$ cat src/rtl/store_buffer.sv
// Purpose : in-order buffer of committed stores draining to dmem, with byte-granular load forwarding.
// Latency : a push is presented to dmem the cycle after it is accepted; forwarding is combinational.
// Backpres: store_buffer_full (registered count only) stalls upstream; dmem_resp paces the drain.
//
// Ports:
//   clk, rst                  clock / asynchronous active-low reset
//   sb_push*                  retiring store: address, lane mask, lane-aligned data
//   store_buffer_full/empty   occupancy flags derived from the registered count
//   dmem_addr/wmask/wdata     one outstanding write, held until dmem_resp; all zero when idle
//   dmem_resp                 single-cycle write-complete pulse
//   ld_addr, ld_fwd_*         load-address probe and merged forwarded bytes
module store_buffer #(
    parameter  int SB_DEPTH    = 2,
    localparam int SB_NUM_ELEM = 2 ** SB_DEPTH
) (
    input  logic        clk,
    input  logic        rst,
    input  logic        sb_push,
    input  logic [31:0] sb_push_addr,
    input  logic [3:0]  sb_push_wmask,
    input  logic [31:0] sb_push_wdata,
    output logic        store_buffer_full,
    output logic        store_buffer_empty,
    output logic [31:0] dmem_addr,
    output logic [3:0]  dmem_wmask,
    output logic [31:0] dmem_wdata,
    input  logic        dmem_resp,
    input  logic [31:0] ld_addr,
    output logic [3:0]  ld_fwd_mask,
    output logic [31:0] ld_fwd_data
);

    typedef struct packed {
        logic [29:0] word;
        logic [3:0]  wmask;
        logic [31:0] wdata;
    } sb_entry_t;

    typedef enum logic {IDLE, BUSY} state_t;

    localparam logic [SB_DEPTH:0] FULL_CNT = (SB_DEPTH + 1)'(SB_NUM_ELEM);

    sb_entry_t                 entries [SB_NUM_ELEM];
    logic [SB_NUM_ELEM-1:0]    valid;
    logic [SB_DEPTH-1:0]       head;
    logic [SB_DEPTH-1:0]       tail;
    logic [SB_DEPTH:0]         count;
    logic [SB_DEPTH:0]         count_nxt;
    state_t                    state;
    state_t                    state_nxt;
    logic                      push;
    logic                      pop;

    assign store_buffer_full  = (count == FULL_CNT);
    assign store_buffer_empty = (count == '0);

    assign push = sb_push && !store_buffer_full;
    // A response only retires an entry while a request is actually on the bus.
    assign pop  = (state == BUSY) && dmem_resp;

    always_comb begin
        count_nxt = count;
        unique case ({push, pop})
            2'b10:   count_nxt = count + 1'b1;
            2'b01:   count_nxt = count - 1'b1;
            default: count_nxt = count;
        endcase
    end

    // Entry payload needs no reset: it is only observed through valid bits or the BUSY state.
    always_ff @(posedge clk) begin
        if (push) begin
            entries[head] <= '{word: sb_push_addr[31:2], wmask: sb_push_wmask, wdata: sb_push_wdata};
        end
    end

    always_ff @(posedge clk or negedge rst) begin
        if (!rst) begin
            head  <= '0;
            tail  <= '0;
            count <= '0;
            valid <= '0;
        end else begin
            count <= count_nxt;
            if (push) begin
                head        <= head + 1'b1;
                valid[head] <= 1'b1;
            end
            if (pop) begin
                tail        <= tail + 1'b1;
                valid[tail] <= 1'b0;
            end
        end
    end

    // Drain FSM: state register
    always_ff @(posedge clk or negedge rst) begin
        if (!rst) begin
            state <= IDLE;
        end else begin
            state <= state_nxt;
        end
    end

    // Drain FSM: next state. Leaving IDLE looks at the incoming push too, so a
    // store accepted this cycle is on the bus the very next cycle.
    always_comb begin
        state_nxt = state;
        unique case (state)
            IDLE: if (count_nxt != '0) state_nxt = BUSY;
            BUSY: if (pop && count_nxt == '0) state_nxt = IDLE;
            default: state_nxt = IDLE;
        endcase
    end

    // Drain FSM: outputs
    always_comb begin
        dmem_addr  = '0;
        dmem_wmask = '0;
        dmem_wdata = '0;
        if (state == BUSY) begin
            dmem_addr  = {entries[tail].word, 2'b00};
            dmem_wmask = entries[tail].wmask;
            dmem_wdata = entries[tail].wdata;
        end
    end

    // Forwarding: walk entries oldest to youngest so later stores overwrite
    // earlier ones lane by lane. The entry retiring this cycle is still valid here.
    always_comb begin
        logic [SB_DEPTH-1:0] idx;
        ld_fwd_mask = '0;
        ld_fwd_data = '0;
        idx         = '0;
        for (int i = 0; i < SB_NUM_ELEM; i++) begin
            idx = tail + SB_DEPTH'(i);
            if (valid[idx] && entries[idx].word == ld_addr[31:2]) begin
                for (int b = 0; b < 4; b++) begin
                    if (entries[idx].wmask[b]) begin
                        ld_fwd_mask[b]         = 1'b1;
                        ld_fwd_data[8*b +: 8]  = entries[idx].wdata[8*b +: 8];
                    end
                end
            end
        end
    end

endmodule
$ cat config.mk
export PLATFORM = sky130hd
export DESIGN_NAME = store_buffer
export DESIGN_NICKNAME = d
export VERILOG_FILES = /design/src/rtl/store_buffer.sv
export SDC_FILE = /design/constraint.sdc
export NUM_CORES = 1
export LEC_CHECK = 0
export ABC_AREA = 1
export CAP_MARGIN = 0
export CORE_UTILIZATION = 45
export CTS_CLUSTER_DIAMETER = 80
export DETAILED_ROUTE_END_ITERATION = 16
export MAX_ROUTING_LAYER = met4
export PLACE_DENSITY = 0.66
export SLEW_MARGIN = 10
export SYNTH_ARGS = -nofsm -noshare
export SYNTH_HDL_FRONTEND = slang
export SYNTH_SLANG_ARGS = --single-unit
$ cat constraint.sdc
create_clock -name clk -period 6.1 [get_ports clk]
set_clock_uncertainty 0.2 [all_clocks]
set_input_delay 0.915 -clock clk [delete_from_list [all_inputs] [get_ports clk]]
set_output_delay 0.915 -clock clk [all_outputs]
set_load 0.005 [all_outputs]
==> results.md <==
- Yosys Warn Count: 0
- Power per cell area: 557 nW/um^2
- Slew Viols, Final: 0
- Post-Route Utilization: 54.4%
- Initial antenna violation count: 6
- FP Rows: 74
- Setup bufs post-CTS: 0
- Final setup margin: 173 ps
- Post-synth EDFFs: 264
- FMAX: 169 MHz
- Top cell type by total area after synthesis: edfxtp_1
- Final setup viols: 0
- Power Total: 12,500 uW
- Worst setup path endpoint: ld_fwd_data[15]
- Hold crit path type: flip-flop to flip-flop
- R2R Path End: entries[3][54]$_DFFE_PP_
- Final non-filler cell total: 3,399
- Tcrit/Tclk final: 97.2%
- Seq cells post-synth: 276
- # DRC: 0
- Synth top area share: 41.7%
- DRT antenna net count: 0
- Mean area per synthesized cell: 7.02 um^2
- CTS tree: built
- Number of max-cap violations: 0
- Post-CTS Resized: 0
- Static Leak: 0.0103 uW
- Routed vias: 18.7k
- Crit path DAT: 4810 ps
- Area Overhead vs Synth: 18.2%
- Actual slew at the worst max-slew pin: 967 ps
- Initial DRT Pass Iterations: 9
- I/O pin total: 210
- CTS max path bufs: 3
- CP Max Fanout: 37
- Setup Slack @ Placement: 889 ps
- RD Place Congestion: 0.955
- Run status: finished clean
- Post-Route WL: 61.2 mm
- Crit path required time: 4980 ps
- CTS HTree Levels: 2
- Final HPWL from detailed placement: 40.3 mm
- Crit end category: output pin
- Final critical-path required period: 5930 ps
- Remaining global-route overflow: 0
- Core area: 41,300 um^2
- WS Path Type: flip-flop to output pin
- Overall Global Routing Usage: 29.2%
- Die W: 208 um
- Clock-pin slew on the worst setup and hold paths: 60 ps
- Commonest non-fill, non-tap cell in the layout: nand2_1
- Via density: 5.50
- Slew margin rel.: 35.4%
- Die area: 43,100 um^2
- Reg-to-reg setup timing slack: 3160 ps
- Unique masters post-synth: 35
- Dpl cells: 3,330
- CP startpoint: tail[0]$_DFFE_PN0P_
- Clk sinks: 276
- # nets final: 2,950
- Final Hold Viols: 0
- Critical R2R Launch: count[2]$_DFF_PN0_
- Synth Cell Area: 19,000 um^2
- Setup_tns: 0 ps
- Sequential cell area fraction in the yosys report: 43.2%
- DR WL/cell: 18.0 um
- Cell depth of the worst flop-to-flop path: 6
- Synth top area cells: edfxtp_1 (42%), nand2_1 (22%), nand3_1 (11%), o21ai_0 (5.3%), inv_1 (4.4%)
- Port Buffer Count: 203
- Clock root buffer master: clkbuf_16
- Cts hold-fix bufs: 0
- CTS Buf Count: 35
- Worst IR Drop VDD: 0.000630 V
- Initial DRC count: 1,623
- Fillers: 3,884
- Die height: 208 um
- Number of global-route vias before repair: 17.7k
- Initial Util: 46.1%
- FFs w/ async S/R, synth: 4.35%
- Cells after synthesis: 2,709
- Clk_lat worst skew: 550 ps
- Largest net degree at the start of global routing: 287
- Layout cells sized above 1: 3.64%
- CP Launch Type: flip-flop
- RSZ-0062 raised after global routing: false
- Top FF cell, synth: edfxtp_1
- Most frequent cells in the layout: nand2_1 (1,119), nand3_1 (425), edfxtp_1 (264)
- First-pass GRT wire length: 95.4 mm
worst min-delay path by stage:
stage | startpoint | endpoint | slack [ps] | cells after the start
2_1_floorplan | head[0]$_DFFE_PN0N_ | head[0]$_DFFE_PN0N_ | 290 | 1
3_3_place_gp | head[0]$_DFFE_PN0N_ | head[0]$_DFFE_PN0N_ | 320 | 1
3_5_place_dp | head[0]$_DFFE_PN0N_ | head[0]$_DFFE_PN0N_ | 330 | 1
4_1_cts | head[0]$_DFFE_PN0N_ | head[0]$_DFFE_PN0N_ | 340 | 1
5_1_grt | head[0]$_DFFE_PN0N_ | head[0]$_DFFE_PN0N_ | 380 | 1
6_report | head[0]$_DFFE_PN0N_ | head[0]$_DFFE_PN0N_ | 330 | 1
cell families after synthesis:
logic type	count (synthesis)	synth area share, %
buf+inv	364	8.37
fa+ha+maj	10	0.697
compound gates	303	8.60
flops	276	43.2
xor+xnor	17	0.783
simple gates	1738	38.3
other cells	1	0.0197
where the power goes:
group          internal, uW  leakage [uW]  switching [uW]  total, uW
sequential             2520       0.00255             167       2690
clock                  1270      0.000552             806       2080
combinational          2540       0.00717            5210       7750
sequential cells by signal (all words and copies together), names as in the netlist:
register,count
entries,264
valid,4
count,3
head,2
tail,2
state,1
final cells by class:
cell class,count,area (um^2),share of cell area (%)
Multi-Input combinational cell,2070,9250,41.2
Sequential cell,276,8240,36.6
Timing Repair Buffer,225,2300,10.3
Clock buffer,49,960,4.27
Inverter,228,866,3.85
Tap cell,532,666,2.96
Clock inverter,13,180,0.802
Antenna cell,6,15.0,0.0668
critical path: stages (launching register included):
cell             delay, ps
dfrtp_4                550
inv_6                  100
ha_4                   220
inv_4                  340
buf_4                  360
nand3_1                170
nand2_1                 90
nand2_1                 50
nand2_1                 60
nand3_1                 90
nor2_1                 240
nand2_1                140
nor2_4                 110
buf_4                  440
nand2_1                370
nand3_1                180
nand2_1                 60
nand2_1                 50
nand2_1                 80
clkdlybuf4s50_1        500
synth_stat cells, types with 10 or more instances:
cell / count
inv_1: 222
dfrtp_1: 12
o21bai_1: 32
a21oi_1: 42
buf_1: 11
edfxtp_1: 264
nor3_1: 10
nor2_1: 154
nand2_1: 1119
nand3_1: 425
clkbuf_1: 51
o21ai_1: 16
buf_2: 44
buf_6: 14
buf_4: 16
nand4_1: 10
o21ai_0: 202
xor2_1: 16
through the flow:
stage / hold slack [ps] / area (um^2)
floorplan: 294 / 19000
finish: 332 / 22500
global placement: 322 / 21300
detailed placement: 330 / 21300
global route: 382 / 22500
CTS: 340 / 22400
metal layers:
metal / GRT usage [%] / routed length, um / vias to the layer above
met1: 36.9 / 25500 / 8592
met2: 46.3 / 28400 / 799
li1: - / - / 9151
met4: 13.1 / 2330 / 0
met5: - / 0 / -
met3: 4.40 / 4900 / 150
Power figures use the tool's default switching activity.
